==> src/rtl/led_bar_ctrl.sv <==
// Clocked LED bar/dot level display with change-flash and exhausted-bar alarm blink.
// Define LED_ACTIVE_LOW_EN to drive led inverted (0 = lit) for active-low boards.
module led_bar_ctrl #(
   parameter int N_LED         = 6,
   parameter int LEN_W         = 3,
   parameter int BLINK_DIV     = 12500000,
   parameter int FLASH_TOGGLES = 4
) (
   input  logic             clk,
   input  logic             rst_n,
   input  logic [LEN_W-1:0] level,
   input  logic             mode,
   output logic [N_LED-1:0] led,
   output logic             flashing,
   output logic             alarm
);

   localparam int NW = $clog2(N_LED + 1);
   localparam int CW = (LEN_W > NW) ? LEN_W : NW;
   localparam int PW = $clog2(BLINK_DIV);
   localparam int TW = $clog2(FLASH_TOGGLES);
   localparam logic [CW-1:0]    N_EXT    = CW'(N_LED);
   localparam logic [PW-1:0]    PRE_MAX  = PW'(BLINK_DIV - 1);
   localparam logic [TW-1:0]    TOG_LAST = TW'(FLASH_TOGGLES - 1);
   localparam logic [N_LED-1:0] ALL_ON   = '1;

   typedef enum logic [1:0] {STEADY, FLASH, ALARM} state_t;

   state_t           state;
   logic [LEN_W-1:0] level_q;
   logic [PW-1:0]    pre;
   logic [TW-1:0]    tog;
   logic             phase;

   logic [CW-1:0]    level_ext;
   logic [CW-1:0]    lit;
   logic             over;
   logic             tick;
   logic             changed;
   logic [N_LED-1:0] pattern;

   // Lit-pattern to pin polarity; everything upstream works in "1 = lit".
   function automatic logic [N_LED-1:0] drv(input logic [N_LED-1:0] on);
`ifdef LED_ACTIVE_LOW_EN
      return ~on;
`else
      return on;
`endif
   endfunction

   always_comb begin
      level_ext = CW'(level);
      over      = (level_ext >= N_EXT);
      lit       = over ? '0 : (N_EXT - level_ext);
      tick      = (pre == PRE_MAX);
      changed   = (level != level_q);
      pattern   = '0;
      for (int i = 0; i < N_LED; i++) begin
         if (mode) pattern[i] = ((i + 1) == int'(lit));
         else      pattern[i] = (i < int'(lit));
      end
   end

   always_ff @(posedge clk or negedge rst_n) begin
      if (!rst_n) begin
         state    <= STEADY;
         level_q  <= '0;
         pre      <= '0;
         tog      <= '0;
         phase    <= 1'b1;
         led      <= drv('0);
         flashing <= 1'b0;
         alarm    <= 1'b0;
      end else begin
         level_q <= level;
         if (over) begin
            if (state != ALARM) begin
               state    <= ALARM;
               pre      <= '0;
               tog      <= '0;
               phase    <= 1'b0;
               led      <= drv('0);
               flashing <= 1'b0;
               alarm    <= 1'b1;
            end else begin
               // Level moves that stay exhausted keep the blink cadence intact.
               pre <= tick ? '0 : pre + 1'b1;
               if (tick) phase <= ~phase;
               led <= drv((tick ? ~phase : phase) ? ALL_ON : '0);
            end
         end else if (state == ALARM || changed) begin
            state    <= FLASH;
            pre      <= '0;
            tog      <= '0;
            phase    <= 1'b0;
            led      <= drv('0);
            flashing <= 1'b1;
            alarm    <= 1'b0;
         end else if (state == FLASH) begin
            pre <= tick ? '0 : pre + 1'b1;
            if (tick && tog == TOG_LAST) begin
               state    <= STEADY;
               tog      <= '0;
               phase    <= 1'b1;
               led      <= drv(pattern);
               flashing <= 1'b0;
            end else if (tick) begin
               tog   <= tog + 1'b1;
               phase <= ~phase;
               led   <= drv(phase ? '0 : pattern);
            end else begin
               led <= drv(phase ? pattern : '0);
            end
         end else begin
            pre <= tick ? '0 : pre + 1'b1;
            led <= drv(pattern);
         end
      end
   end

endmodule

==> config.mk <==
export PLATFORM = sky130hd
export DESIGN_NAME = led_bar_ctrl
export DESIGN_NICKNAME = d
export VERILOG_FILES = /design/src/rtl/led_bar_ctrl.sv
export SDC_FILE = /design/constraint.sdc
export NUM_CORES = 1
export LEC_CHECK = 0
export BUFFER_PORTS_ARGS = -buffer_cell sky130_fd_sc_hd__buf_2
export CAP_MARGIN = 20
export CORE_ASPECT_RATIO = 0.75
export CORE_MARGIN = 10
export CORE_UTILIZATION = 40
export CTS_BUF_LIST = sky130_fd_sc_hd__clkbuf_2 sky130_fd_sc_hd__clkbuf_4 sky130_fd_sc_hd__clkbuf_8
export CTS_CLUSTER_DIAMETER = 100
export CTS_CLUSTER_SIZE = 10
export DETAILED_ROUTE_END_ITERATION = 12
export GPL_TIMING_DRIVEN = 1
export PLACE_DENSITY_LB_ADDON = 0.12
export SLEW_MARGIN = 40
export SYNTH_ARGS = -nofsm -noshare
export SYNTH_HDL_FRONTEND = slang
export SYNTH_SLANG_ARGS = --single-unit
==> constraint.sdc <==
create_clock -name clk -period 3.3 [get_ports clk]
set_input_delay 0.66 -clock clk [delete_from_list [all_inputs] [get_ports clk]]
set_output_delay 0.66 -clock clk [all_outputs]
set_load 0.05 [all_outputs]
# Word-level counts from Yosys, hierarchy flattened
# Cells that the tools add are included.
[word_totals]
reg_bits = 40
latch_bits = 0
ram_bits = 0
rom_bits = 0
inputBits = 6
out_inout_bits = 8
memories = 0
[op_classes]
add_sub_neg = 3
n_mul = 0
n_div = 0
magnitude_cmp = 7
n_eq_ne = 13
shifts = 0
n_mux = 45
n_bitwise = 1
reduce_logical = 9
[ops]
columns = ["operator", "n"]
rows = [
  ["$mux W24", 4],
  ["$mux W6", 9],
  ["$add A24 B1 Y24 const B", 1],
  ["$eq A24 B24 Y1 const B", 1],
  ["$mux W2", 11],
  ["$mux W1", 20],
  ["$eq A3 B3 Y1 const A", 4],
  ["$eq A2 B3 Y1 const A", 2],
  ["$lt A1 B3 Y1 const A", 2],
  ["$lt A2 B3 Y1 const A", 2],
  ["$lt A3 B3 Y1 const A", 2],
  ["$reduce_and A3 Y1", 2],
  ["$reduce_bool A3 Y1", 2],
  ["$eq A2 B2 Y1 const B", 2],
  ["$reduce_bool A4 Y1", 1],
  ["$ge A3 B3 Y1 const B", 1],
  ["$mux W3", 1],
  ["$ne A3 B3 Y1", 1],
  ["$sub A3 B3 Y3 const A", 1],
  ["$add A2 B1 Y2 const B", 1],
  ["$eq A2 B1 Y1 const B", 1],
  ["$ne A2 B1 Y1 const B", 1],
  ["$ne A2 B2 Y1 const B", 1],
  ["$reduce_and A2 Y1", 1],
  ["other kinds (4)", 4],
]

# Logic depth before layout (Yosys ltp)
# Gate-level depths: netlist of run 1.
[depth]
word_depth = 10
depth_mapped = 8
ltp_nobuf = 7

# Worst setup path before layout of run 1
# OpenSTA, ideal clock, no wires.
[synth_path]
kind = "input-to-reg"
start = "input port level[0]"
end = "register tog[0]"
t_arrival_ns = 1.899
required_time_ns = 3.224
setup_slack_ns = 1.324
cell_stages = 7
path_cell_list = "inv_1 > ha_1 > a21oi_1 > nand2b_1 > nand2_1 > or4_1 > o21ai_1"
[synth_via]
elab_chain_len = 4
[synth_rtl]
columns = ["item", "line_no", "rtl"]
rows = [
  ["start: declaration", "11", "input logic [LEN_W-1:0] level,"],
  ["parallel branches: the longest is 4 deep, another holds $ge A3 B3 Y1", "--", ""],
  ["end signal: assignment", "108", "tog <= tog + 1'b1;"],
  ["end: declaration", "32", "logic [TW-1:0] tog;"],
]
# Parallel ways; which one is timed is not known.
# A chain may end at the register's enable or synchronous reset.

# Final worst setup path of run 1
[layout_path]
start = "input port level[0]"
end = "register pre[23]"
[layout_via]
elab_chain_len = 4
[layout_rtl]
columns = ["item", "line_no", "rtl"]
rows = [
  ["$ne A3 B3 Y1", "56", "changed = (level != level_q);"],
  ["$logic_or A1 B1 Y1", "91", "end else if (state == ALARM || changed) begin"],
  ["$mux W24", "91", ""],
  ["$mux W24 (*)", "76", "if (over) begin"],
  ["end signal: assignment", "87", "pre <= tick ? '0 : pre + 1'b1;"],
  ["end signal: assignment", "100", "pre <= tick ? '0 : pre + 1'b1;"],
  ["end signal: assignment", "115", "pre <= tick ? '0 : pre + 1'b1;"],
  ["end: declaration", "31", "logic [PW-1:0] pre;"],
]
# Mark *: on every way between the ends. The rest lies on a longest branch, timed or not.

==> run_results.csv, run 1 <==
group,metric,value,unit
worst_setup_path,cpPeakStageDelay,310,ps
sta,period_share,68.0,%
power_and_ir_drop,p_leak,1.01,nW
sta,finalCriticalPeriod,2240,ps
routing,firstDrtPassIters,4,
cts,cts_tree,"done",
status,status,"finished, final reports clean",
cts,post-cts-setup-buffer-count,0,
logic_synthesis,synth_cell_type_count,40,
cells_and_area,drive_gt1_share,13.0,%
floorplanning,start_util,42.2,%
global_routing,grt_overflow,0,
sta,rsz0062_at_grt,"no",
cts,cts.path.max_buffers,2,
logic_synthesis,async_reset_ff_share,100,%
cells_and_area,area_delta_synth_final,11.2,%
floorplanning,pin_count,14,
logic_synthesis,synthSimpleGateAreaFrac,28.4,%
cts,clockRootBuffer,"clkbuf_8",
worst_setup_path,worst-setup-path-type,"in2reg",
placement,gp_congestion,0.774,
worst_setup_path,startpoint_type,"input pin",
worst_setup_path,timing.rr.start,"pre[0]",
cts,holdBufCountCts,0,
routing,routedWlPerCell,13.9,µm
sta,hold_viol,0,
routing,drtIter0Drc,71,
job,cap_violations,0,
logic_synthesis,synthTopCellsByArea,"dfrtp_1, xor2_1, nor2_1",
sta,max_slew_margin,49.6,%
sta,finalMaxSlewViolations,0,
power_and_ir_drop,total_power,0.897,mW
logic_synthesis,synth_fa_ha_area_share,3.55,%
logic_synthesis,synth_top_family_by_area,"simple AND/OR/NAND/NOR gates",
logic_synthesis,synth_seq_cells,39,
logic_synthesis,synthCells,213,
cts,cts_resized,0,
cells_and_area,finish.utilization,46.9,%
power_and_ir_drop,ir_drop,0.271,mV
sta,worst_hold_slack,340,ps
placement,place_hpwl,3160,µm
global_routing,grt_pass1_wl,7210,µm
cts,cts_max_level,2,
sta,finClkSkew,6.25,ps
worst_setup_path,arrival,2410,ps
routing,drc,0,
cells_and_area,regArea,977,µm²
sta,setup_tns,0,ps
floorplanning,die_h,83.0,µm
logic_synthesis,synth-main-ff-cell,"dfrtp_1",
floorplanning,coreArea,5010,µm²
power_and_ir_drop,power.density,381,nW/µm²
global_routing,grt_usage,9.84,%
cells_and_area,layout.nets,242,
floorplanning,die_area,8620,µm²
cells_and_area,fillers,483,
cts,clock_sinks,39,
cts,cts_made_buffers,5,
cts,clk_latency,280,ps
routing,ant_nets,0,
floorplanning,dieWidth,104,µm
cells_and_area,multi_input_area,1100,µm²
worst_setup_path,slowest_stage,"o21ai_1",
worst_setup_path,cp_cell_sequence,"buf_2 -> inv_1 -> ha_1 -> a21oi_1 -> nand2b_1 -> and2_1 -> o21ai_1 -> buf_4 -> nor2_1",
logic_synthesis,syn_area_per_cell,9.93,µm²
global_routing,grt_max_degree,40,
cells_and_area,final_common_cell,"dfrtp_1",
global_routing,antenna_found_initial,0,
global_routing,grt_pass1_vias,1447,
min_path,min_path_type,"in2async",
placement,post_dp_cell_area,2260,µm²
logic_synthesis,yosys.area_share.xor_xnor,10.4,%
routing,via_per_inst,5.08,
worst_setup_path,endpoint_kind,"register",
cells_and_area,final_cell_mix,"dfrtp_1, nor2_1, xor2_1",
logic_synthesis,yosysWarnings,0,
sta,setup_viol,0,
worst_setup_path,cp_max_fo,18,
logic_synthesis,ys_seq_area_share,46.2,%
floorplanning,rows,22,
logic_synthesis,yosysTopAreaCell,"dfrtp_1",
cts,path_clk_slew,70,ps
logic_synthesis,synth_compound_gate_area_share,9.76,%
logic_synthesis,synth_area,2110,µm²
logic_synthesis,syn_nets,225,
sta,tightest_slew,750,ps
placement,io_buffers,13,
worst_setup_path,cp-startpoint,"level[0]",
worst_setup_path,required,3460,ps
logic_synthesis,yosysTopAreaCellShare,45.0,%
cells_and_area,fin_area,2350,µm²
logic_synthesis,muxShareOfSynthArea,0,%
logic_synthesis,synth_edf_count,0,
routing,num_vias,1540,
cells_and_area,num_antenna_cells,0,
worst_setup_path,rrSetupSlack,1150,ps
routing,wirelength,4200,µm
sta,fmax,446,MHz
## state kept, by name, summed over array words and instances (netlist names)
name	flops
alarm	1
level_q	3
tog	2
led	6
state	2
pre	24
phase	1
## worst max-delay path: cells and delay by family
family,cells,cell delay [ps]
AO/OA/AOI/OAI,2,370
adder cells (fa/ha/maj),1,200
buffers and inverters,3,580
AND/OR/NAND/NOR,3,590
## per-stage QoR
step                setup slack [ps]  cells
detailed placement               792    295
global route                     840    303
floorplan                       1320    213
global placement                 834    295
finish                          1060    303
CTS                             1080    303
## area by class of cell
cell class	instances	share of cell area [%]
clock buffers	7	3.57
clock inverters	1	0.213
inverters	5	0.798
multi-input cells	165	46.8
flip-flops and latches	39	41.6
well taps	72	3.83
repair buffers	14	3.19
## synthesized netlist by cell type (2+ instances only)
cell,count
nand4_1,5
and4_1,4
and2_1,4
a21oi_1,7
a31oi_1,3
nor4_1,2
ha_1,6
xnor2_1,7
nand2_1,13
o21ai_0,7
nor3_1,4
a21boi_0,2
nand2b_1,6
a311oi_1,2
xor2_1,18
buf_2,2
o21ai_1,3
inv_1,5
nor2_1,28
a211oi_1,2
dfrtp_1,38
and3_1,8
clkbuf_1,2
nor2b_1,2
o31ai_1,5
nand3_1,13
nand4b_1,2
## where the power goes
part / leakage [nW] / switching [mW] / internal [mW]
sequential: 0.528 / 0.00533 / 0.485
clock: 0.0491 / 0.151 / 0.165
combinational: 0.433 / 0.0657 / 0.0248
## cell families after synthesis
| kind of cell | after synthesis |
|---|---|
| AOI/OAI and AO/OA | 33 |
| buffers and inverters | 9 |
| adders and majority gates | 6 |
| DFF | 39 |
| xor gates and xnor gates | 25 |
| and+or+nand+nor | 101 |
## routing by layer
| metal | GRT usage [%] | wire length, µm | share of wire, % |
|---|---|---|---|
| met1 | 15.6 | 2440 | 58 |
| met2 | 12.3 | 1610 | 38 |
| met3 | 3.01 | 131 | 3.1 |
| met4 | 1.88 | 17 | 0.40 |
| met5 | 0 | 0 | 0 |
## path summary, 6_finish.rpt
path	cells after the start	endpoint
max	9	pre[23]
min	1	pre[8]
max reg2reg	6	led[2]
min reg2reg	1	pre[0]
max in group asynchronous	1	phase
min in group clk	1	pre[0]
Note: power is estimated with default switching activity, not from simulation.
==> inputs of run 2 (changes only) <==
==> constraint.sdc (replaced) <==
create_clock -name clk -period 2.1 [get_ports clk]
set_input_delay 0.42 -clock clk [delete_from_list [all_inputs] [get_ports clk]]
set_output_delay 0.42 -clock clk [all_outputs]
set_load 0.05 [all_outputs]
==> run_results.csv, run 2 (synthesized netlist as in run 1, its figures left out) <==
group,metric,value,unit
routing,drtIter0Drc,82,
global_routing,grt_overflow,0,
sta,setup_viol,0,
cts,cts_made_buffers,5,
cts,cts.path.max_buffers,2,
cells_and_area,fillers,492,
power_and_ir_drop,p_leak,1.07,nW
placement,place_hpwl,3260,µm
power_and_ir_drop,total_power,1.51,mW
sta,period_share,92.1,%
power_and_ir_drop,p_clk_share,38.3,%
cells_and_area,final_common_cell,"dfrtp_1",
cells_and_area,regMostFlops,"pre",
global_routing,grt_pass1_vias,1485,
routing,via_per_inst,5.05,
routing,drc,0,
cells_and_area,fin_cells,314,
routing,routedWlPerCell,14.5,µm
floorplanning,start_util,42.2,%
worst_setup_path,cp_max_fo,5,
cts,clk_latency,290,ps
cts,holdBufCountCts,0,
cells_and_area,drive_gt1_share,18.6,%
cts,clockRootBuffer,"clkbuf_8",
routing,wirelength,4540,µm
sta,hold_viol,0,
global_routing,grt_pass1_wl,7720,µm
floorplanning,die_area,8620,µm²
cts,cts_tree,"done",
cts,clock_sinks,39,
sta,finalMaxSlewViolations,0,
sta,setup_tns,0,ps
worst_setup_path,required,2320,ps
status,status,"finished, final reports clean",
power_and_ir_drop,swShare,25.3,%
sta,rsz0062_at_grt,"no",
sta,finClkSkew,7.73,ps
power_and_ir_drop,power_frac_comb,10.7,%
placement,gp_congestion,0.806,
sta,tightest_slew,499,ps
cells_and_area,reg.largest.list,"pre (24), led (6), level_q (3)",
power_and_ir_drop,power.density,611,nW/µm²
power_and_ir_drop,ir_drop,0.318,mV
sta,finalCriticalPeriod,1930,ps
cells_and_area,num_antenna_cells,0,
floorplanning,pin_count,14,
placement,post_dp_cell_area,2350,µm²
cells_and_area,layout.nets,253,
cells_and_area,largest_reg_flops,24,
worst_setup_path,startpoint_type,"register",
power_and_ir_drop,p_int,1.13,mW
floorplanning,coreArea,5010,µm²
floorplanning,dieWidth,104,µm
floorplanning,rows,22,
global_routing,grt_max_degree,40,
floorplanning,die_h,83.0,µm
cells_and_area,fin_area,2470,µm²
power_and_ir_drop,sequentialPowerShare,51.1,%
cts,cts_max_level,2,
power_and_ir_drop,p_switching,0.381,mW
job,cap_violations,0,
cells_and_area,final_cell_mix,"dfrtp_1, nor2_1, xor2_1",
min_path,min_path_type,"in2async",
placement,io_buffers,13,
routing,ant_nets,0,
sta,max_slew_margin,66.7,%
routing,num_vias,1586,
placement,dpl.cell_count,305,
global_routing,grt_usage,10.8,%
routing,firstDrtPassIters,4,
worst_setup_path,arrival,2150,ps
global_routing,antenna_found_initial,0,
worst_setup_path,endpoint_kind,"register",
cells_and_area,area_delta_synth_final,16.8,%
sta,fmax,517,MHz
cts,path_clk_slew,80,ps
worst_setup_path,worst-setup-path-type,"reg2reg",
run 2: changes by cell type in the layout (fill, tap and decap cells not counted), sizes merged:
| cell | change |
|---|---|
| clkbuf | +1 |
| clkinv | -1 |
| buf | +11 |
run 2: metrics by stage:
step / utilization [%] / hold slack [ps] / setup WS, ps
after CTS: 48.9 / 191 / 24.2
final: 49.3 / 168 / 165
after global routing: 49.3 / 210 / 22.1
after detailed placement: 46.9 / 482 / 51.0
after floorplan: - / 124 / 144
after global placement: 46.9 / 469 / 94.7
run 2: layout make-up:
type                       instances  area [µm²]  share of cell area [%]
multi-input combinational        165        1110                    45.0
timing repair buffer              25         168                    6.79
clock buffer                       8         104                    4.20
tap                               72        90.1                    3.65
sequential                        39         977                    39.6
inverter                           5        18.8                   0.760
run 2: path summary, 6_finish.rpt:
kind,slack (ps),from,endpoint,depth (start not counted)
max reg2reg,170,pre[0],tog[0],6
max,170,pre[0],tog[0],6
max in group asynchronous,1560,rst_n,phase,2
min reg2reg,510,pre[0],pre[0],1
min in group clk,340,level[1],level_q[1],1
min,170,rst_n,pre[5],2
run 2: timing repair:
item                                    CTS  global route
endpoints found under the setup margin    0            29
endpoints found under the hold margin     0             0
gates resized for setup                   0             4
buffers inserted                          0             1
run 2: power groups by stage:
stage               combinational, mW  sequential (mW)  clock [mW]
global placement                0.162            0.785           0
floorplan                      0.0736            0.803           0
CTS                             0.161            0.770       0.588
detailed placement              0.161            0.785           0
global route                    0.178            0.772       0.617
finish                          0.161            0.771       0.577
run 2: worst max-delay path: stages (launching register included):
cell	delay [ps]
dfrtp_1	410
ha_2	260
nand4_4	140
nor4b_4	350
nand4b_2	190
or4_1	420
o21ai_1	90
run 2: routing by layer:
layer / vias up / global-route usage [%] / share of wire, %
met3: 6 / 2.85 / 4.2
met5: - / 0 / 0
li1: 819 / - / -
met4: 0 / 4.88 / 1.3
met2: 29 / 12.8 / 37
met1: 732 / 16.8 / 57
